File: config.mk
export PLATFORM = sky130hd
export DESIGN_NAME = clk_gate_ce
export DESIGN_NICKNAME = d
export VERILOG_FILES = /design/src/rtl/clk_gate_ce.sv
export SDC_FILE = /design/constraint.sdc
export NUM_CORES = 1
export LEC_CHECK = 0
export CORE_ASPECT_RATIO = 0.9
export CORE_UTILIZATION = 40
export DETAILED_ROUTE_END_ITERATION = 8
export GPL_TIMING_DRIVEN = 0
export HOLD_SLACK_MARGIN = 0.06
export PLACE_DENSITY_LB_ADDON = 0.2
export SYNTH_ARGS = -nofsm -noshare
export SYNTH_HDL_FRONTEND = slang
export SYNTH_SLANG_ARGS = --single-unit
export TNS_END_PERCENT = 10
File: constraint.sdc
create_clock -name clk -period 3.06 [get_ports clk]
set_input_delay 0.459 -clock clk [delete_from_list [all_inputs] [get_ports clk]]
set_output_delay 0.459 -clock clk [all_outputs]
set_load 0.02 [all_outputs]
File: src/rtl/clk_gate_ce.sv
// Glitch-free clock gate with clock enable, scan bypass and activity counters.
// Define CLK_GATE_FPGA_PRIM_EN to use the vendor global-buffer-with-CE primitive.
module clk_gate_ce #(
  parameter int unsigned SYNC_STAGES = 0,
  parameter int unsigned CNT_WIDTH   = 32
) (
  input  logic                 clk,
  input  logic                 rst_n,
  input  logic                 ce,
  input  logic                 test_en,
  input  logic                 cnt_clr,
  output logic                 gclk,
  output logic                 en_q,
  output logic [CNT_WIDTH-1:0] active_cycles,
  output logic [CNT_WIDTH-1:0] total_cycles
);

  localparam logic [CNT_WIDTH-1:0] CntMax = {CNT_WIDTH{1'b1}};

  logic                 ce_s;
  logic                 en_req;
  logic                 en_eff;
  logic                 en_q_q;
  logic [CNT_WIDTH-1:0] active_q;
  logic [CNT_WIDTH-1:0] total_q;

  generate
    if (SYNC_STAGES == 0) begin : g_nosync
      assign ce_s = ce;
    end else begin : g_sync
      logic [SYNC_STAGES-1:0] sync_q;

      always_ff @(posedge clk or negedge rst_n) begin
        if (!rst_n) begin
          sync_q <= '0;
        end else begin
          sync_q[0] <= ce;
          for (int i = 1; i < SYNC_STAGES; i++) begin
            sync_q[i] <= sync_q[i-1];
          end
        end
      end

      assign ce_s = sync_q[SYNC_STAGES-1];
    end
  endgenerate

  assign en_req = ce_s | test_en;

`ifdef CLK_GATE_FPGA_PRIM_EN
  logic en_neg_q;

  // Falling-edge copy of en_req matches what the primitive's internal CE latch holds.
  always_ff @(negedge clk or negedge rst_n) begin
    if (!rst_n) begin
      en_neg_q <= 1'b0;
    end else begin
      en_neg_q <= en_req;
    end
  end

  BUFGCE u_bufgce (
    .I  (clk),
    .CE (en_req & rst_n),
    .O  (gclk)
  );

  assign en_eff = en_neg_q;
`else
  logic en_lat;

  // Transparent in the low phase only, so en_req cannot disturb an in-flight high phase.
  always_latch begin
    if (!rst_n) begin
      en_lat = 1'b0;
    end else if (!clk) begin
      en_lat = en_req;
    end
  end

  assign gclk   = clk & en_lat;
  assign en_eff = en_lat;
`endif

  always_ff @(posedge clk or negedge rst_n) begin
    if (!rst_n) begin
      en_q_q   <= 1'b0;
      active_q <= '0;
      total_q  <= '0;
    end else begin
      en_q_q <= en_eff;
      if (cnt_clr) begin
        active_q <= '0;
        total_q  <= '0;
      end else begin
        if (total_q != CntMax) begin
          total_q <= total_q + 1'b1;
        end
        if (en_eff && (active_q != CntMax)) begin
          active_q <= active_q + 1'b1;
        end
      end
    end
  end

  assign en_q          = en_q_q;
  assign active_cycles = active_q;
  assign total_cycles  = total_q;

endmodule

# Word level (Yosys, flattened, before mapping)
# Index checks and enable logic that the tools add are counted.
# classes
addsub,2
eq_ne,2
mux,8
bitwise_logic,2
reduce_logical,3
# ops
cell,n
32-bit two-way mux,4
32-bit by 1-bit adder with 32-bit output (second input constant),2
32-bit != test (second input constant),2
1-bit two-way mux,4
2-bit nonzero test,2
1-bit AND,1
1-bit logical AND,1
1-bit bitwise OR,1
# word_totals
ff_bits,65
latch_bits,1
inputBits,5
out_inout_bits,66

# Logic depth before layout (Yosys ltp)
# depth
depth_word,4
mapped_depth,8
depth_no_buf,6

==> results by group <==
Status
  – Outcome: completed

Timing
  – Final Slew Violations: 0
  – Layout Skew: around 0.03 ns
  – Final hold slack: 0.1091 ns
  – RSZ-0062 raised after global routing: yes
  – Tightest Pin Transition: about 0.84 ns
  – Slew margin rel.: ~44%
  – Final Hold Viols: 0
  – # setup viols final: 0
  – Setup TNS: 0 ns

Global routing
  – Initial antenna violation count: 0
  – Largest net degree at the start of global routing: between 60 and 70
  – Tot GR Track Use: around 23%
  – First-pass GRT wire length: ~16 mm
  – Vias in the first global route: ~3200
  – Global route overflow: 0

Finish
  – Share of cells above drive strength 1: between 10% and 20%
  – Fin nets: 487
  – Final Util: a little under three fifths
  – Post-Layout Cell Count: 605
  – Area Growth Syn to Fin: 33.43%
  – Fillers: around 830
  – Area of the multi-input gates: 1878 um^2
  – Most common cell after layout, fill and taps aside: clkdlybuf4s50_1
  – Area occupied by registers: ~1600 um^2
  – ANT cells: 0
  – Most frequent cells in the layout: clkdlybuf4s50_1 (67), dfrtp_1 (65), nor2_1 (42), a21oi_1 (31), nand2_1 (26)

Hold path
  – Min-Delay Path Class: input port to clock gate

Power
  – Worst VDD drop: approximately 0.00030 V
  – Power Total: 1991 uW
  – Pwr Density: just over 400 nW/um^2
  – Leakage Power: ~0.0018 uW

Floorplan
  – Die Y: 92.01 um
  – Area of the die: around 9400 um^2
  – Core region area: between 8000 and 9000 um^2
  – Die Wd: ~100 um
  – Row cnt: 32
  – Initial core utilization: 41.64%
  – # IOs: between 70 and 80

Synth
  – Yosys reg bits: between 60 and 70
  – Post-Syn Nets: just under 400
  – Post-Syn Area per Cell: 9.257 um^2
  – Synth Instances: between 300 and 400
  – Synth unique cells: 46
  – Synthesis warning total: 0
  – Mapped Area: between 3000 and 4000 um^2

Setup path
  – Maximum net fanout on the critical path: 2
  – Arrival time of the worst setup path: about 2.6 ns
  – CP max stage delay: ~0.35 ns
  – Worst Path Required: about 2.6 ns
  – Crit-path cells: and2_1 > buf_6
  – Setup crit end kind: output pin
  – Critical Path Source Type: latch
  – Slowest CP cell: dlxtp_1
  – CP Class: latch to output pin

Route
  – DR WL/cell: 15.79 um
  – Drt drc: 0
  – Vias per cell: between 5 and 6
  – DRT iter0 DRCs: around 170
  – ANT nets after route: 0
  – Detailed-route via count: about 3400
  – Final WL: roughly 9.6 mm
  – First-pass iteration count of the detailed router: 4

Placed design
  – Post-placement cell count: ~580
  – Placer Congestion: approximately 0.86
  – IO Port Bufs: 69
  – Post-DP HPWL: roughly 6.4 mm

Clocking
  – Clock transition at the registers of the reported paths: about 0.060 ns
  – Clk_lat worst skew: between 0.4 and 0.5 ns
  – CTS tree: yes

Job
  – Max_cap viols: 0
[what timing repair did]
item                                   in CTS  in global routing
resized for setup                           6                 10
setup buffers                               1                  3
hold buffers                                2                  0
endpoints found under the hold margin       1                  0
pin swaps                                   0                  1
gates cloned                                0                  0
setup endpoints to repair                   6                 25
[worst max-delay path: cells and delay by family, from the launching register on]
kind	cells	cell delay (ns)
AND/OR/NAND/NOR	1	0.14
buffers and inverters	1	0.11
latches	1	0.35
[cells in the mapped netlist, drive strengths merged]
master,n,area [um^2]
dfrtp,65,1627
nor2,42,157.7
a21oi,31,155.2
nand2,26,97.59
nand3,22,110.1
or3,22,142.6
xnor2,20,175.2
o21ai,19,95.09
nand4,15,115.1
nor4,14,93.84
clkbuf,12,45.04
and4,9,78.83
nor3,9,45.04
mux2,8,90.09
or4,8,63.81
a211oi,7,52.55
and3,7,43.79
nor2b,7,43.79
o31ai,7,66.31
inv,6,22.52
and2,5,31.28
xor2,5,43.79
buf,4,28.78
a31oi,2,12.51
ha,2,25.02
mux2i,2,20.02
o2111ai,2,17.52
or2,2,12.51
dlxtp,1,15.01
nor4b,1,8.760
o21a,1,7.510
o21ba,1,10.01
o311a,1,11.26
o31a,1,8.760
o41ai,1,8.760
or3b,1,8.760
or4b,1,10.01
[registers in the layout, indices dropped and copies added, names as in the netlist]
name,cells
en_eff,1
active_cycles,32
total_cycles,32
en_q,1
[path summary, 6_finish.rpt]
check	start	end	slack (ns)	cells after the start
worst max-delay path	en_eff	gclk	0.04	2
max in group gated	rst_n	clock gate	1.18	3
worst min register to register	active_cycles[4]	active_cycles[4]	0.58	2
worst max register to register	en_eff	active_cycles[6]	0.06	5
min in group asynchronous	rst_n	active_cycles[19]	0.56	2
min in group clk	cnt_clr	total_cycles[13]	0.55	3
max in group asynchronous	rst_n	active_cycles[23]	2.05	2
worst min-delay path	rst_n	clock gate	0.11	3
[layer usage]
metal  share of wire [%]  track usage [%]  vias up
li1                    -                -     1623
met1                  50            31.49     1637
met2                  45            31.49       88
met3                 4.8            8.613        9
met4                0.93            9.643        0
met5                   0                0        -
[logic make-up (layout without fill, tap and decap cells)]
kind of cell             Yosys count  after routing  synth area share (%)
AND/OR/NAND/NOR                  191            191                 29.53
AO/OA/AOI/OAI                     73             73                 12.37
flip-flops                        65             65                 45.17
XOR/XNOR                          25             25                 6.081
buffers and inverters             22            119                 2.675
multiplexers                      10             10                 3.058
adder cells (fa/ha/maj)            2              2                0.6948
latches                            1              1                0.4168
[stage by stage]
| stage | area (um^2) | setup slack, ns |
|---|---|---|
| 2_1_floorplan | 3601 | 0.03691 |
| 3_3_place_gp | 4441 | -1.536 |
| 3_5_place_dp | 4438 | -0.1644 |
| 4_1_cts | 4758 | 0.007582 |
| 5_1_grt | 4805 | -0.01270 |
| 6_report | 4805 | 0.04062 |
[report_power, final]
group          switching [uW]  internal, uW  total, uW
Combinational            70.1          35.6        106
Sequential               12.4           871        883
Clock                     402           600       1000
Total                     484          1510       1990
[area by class of cell]
class                           instances  area share, %
Buffer                                 16          1.641
Clock buffer                           19          5.182
Clock inverter                          4          1.042
Inverter                                6         0.4687
Multi-Input combinational cell        301          39.09
Sequential cell                        66          34.17
Tap cell                              119          3.099
Timing Repair Buffer                   74          15.31
Power figures use the tool's default switching activity.
==> patch (same settings) <==
Register the output `total_cycles` once more; this adds one clock of latency there. The other outputs are not delayed to match.
--- a/src/rtl/clk_gate_ce.sv
+++ b/src/rtl/clk_gate_ce.sv
@@ -107,3 +107,5 @@
   assign active_cycles = active_q;
-  assign total_cycles  = total_q;
+  always_ff @(posedge clk) begin
+    total_cycles <= total_q;
+  end
 
Check against the original RTL: not checked (the comparison handles one clock edge and no latches or derived clocks); the edit may change what the design does.
==> patch against the unedited design <==
  * The flow now finishes with violations (negative setup slack)
  * Worst hold slack got worse by 36 ps
  * Die area rose by 22%
  * Wire length rose by 18%
  * Global-route usage fell by 1.4 points
  * Total power rose by 47%
  * Register-to-register slack got worse by 280 ps
  * Combinational power fell by 13%
  * Largest power group unchanged
  * Critical path depth rose by 4
  * Cell area rose by 22%
  * Area after synthesis rose by 23%
  * Worst setup slack got worse by 260 ps
  * Clock skew fell by 1.0 ps
  * Sequential cell count rose by 32
==> patch: results (changes against the unedited design) <==
Run status
  – Outcome: finished with violations
  – Failing checks: negative setup slack

Placed design
  – Detailed Place HPWL: 7420 um (+16%)
  – Placed inst area: 5300 um^2 (+19%)
  – Placer Congestion: 0.831 (-3.1%)

Timing
  – Slack of the critical path: -221 ps (-261 ps)
  – Setup violators final: 15 (+15)
  – Layout Skew: 28.4 ps (-1.03 ps)

Clocking
  – CTS resizes: 16 (+10)
  – Post-CTS setup buffer count: 3 (+2)

Global route
  – Vias in the first global route: 3,668 (+14%)
  – Global-route wire length before repair: 18,700 um (+17%)
  – Total global-route track usage: 21.4% (-1.4 points)

Setup path
  – Worst Path Arrival: 3660 ps (+1100 ps)

Final layout
  – Fin cells: 671 (+11%)
  – # nets final: 539 (+11%)
  – Share of cells above drive strength 1: 12.5% (+1.8 points)

Power and ir drop
  – VDD IR max: 296 uV (+0.26%)
  – Pleak: 2.24 nW (+26%)

Synth
  – Synthesized instance count: 440 (+13%)
  – Syn nets: 447 (+13%)
  – Fraction of registers with async set/reset: 66.3% (-32 points)
  – Ranking of synthesized cells by area: dfrtp_1 37%, dfxtp_1 15%, a21oi_1 4.9%
  – Commonest cells post-synth: 65 x dfrtp_1, 43 x a21oi_1, 33 x nand2_1

Routing
  – Drt initial violations: 228 (+37%)
  – Drt pass-1 iters: 6 (+2)
patch: path summary, 6_finish.rpt:
kind | startpoint | endpoint
worst max-delay path | en_eff | active_cycles[19]
worst min-delay path | rst_n | clock gate
worst max register to register | en_eff | active_cycles[19]
worst min register to register | total_q[26] | total_cycles[26]
max in group gated | rst_n | clock gate
max in group asynchronous | rst_n | total_q[21]
min in group clk | total_q[26] | total_cycles[26]
min in group asynchronous | rst_n | total_q[12]
patch: layer usage:
| layer | global-route usage [%] | vias up | share of wire (%) |
|---|---|---|---|
| met5 | 0 | - | 0 |
| met4 | 9.64 | 0 | 1.4 |
| met3 | 6.46 | 12 | 5.5 |
| met2 | 31.1 | 108 | 45 |
| met1 | 29.3 | 1917 | 48 |
| li1 | - | 1843 | - |
patch: kinds of logic (layout without fill, tap and decap cells):
logic type	count (synthesis)	in the layout	synth area share, %
compound gates	101	101	13.8
xor+xnor	10	10	1.98
fa+ha+maj	2	2	0.566
buf+inv	27	125	3.31
flops	97	97	51.3
latches	1	1	0.340
mux	8	8	2.10
simple gates	194	194	26.6
patch: where the power goes:
part / switching (mW) / total [mW] / internal (mW)
Combinational: 0.0608 / 0.0924 / 0.0317
Clock: 0.565 / 1.53 / 0.961
Sequential: 0.0118 / 1.30 / 1.29
Total: 0.637 / 2.92 / 2.28
patch: worst max-delay path, delay by kind of cell (launching register included):
kind / cells / cell delay, ps
and+or+nand+nor: 4 / 1040
latches: 1 / 360
buffers and inverters: 1 / 160
AOI/OAI and AO/OA: 1 / 140
patch: area by class of cell:
type | instances | area (um^2)
buffer | 20 | 136
inverter | 7 | 26.3
tap | 133 | 166
clock inverter | 4 | 52.6
multi-input combinational | 315 | 2050
sequential | 98 | 2280
clock buffer | 19 | 387
timing repair buffer | 75 | 743
fill | 998 | 4960
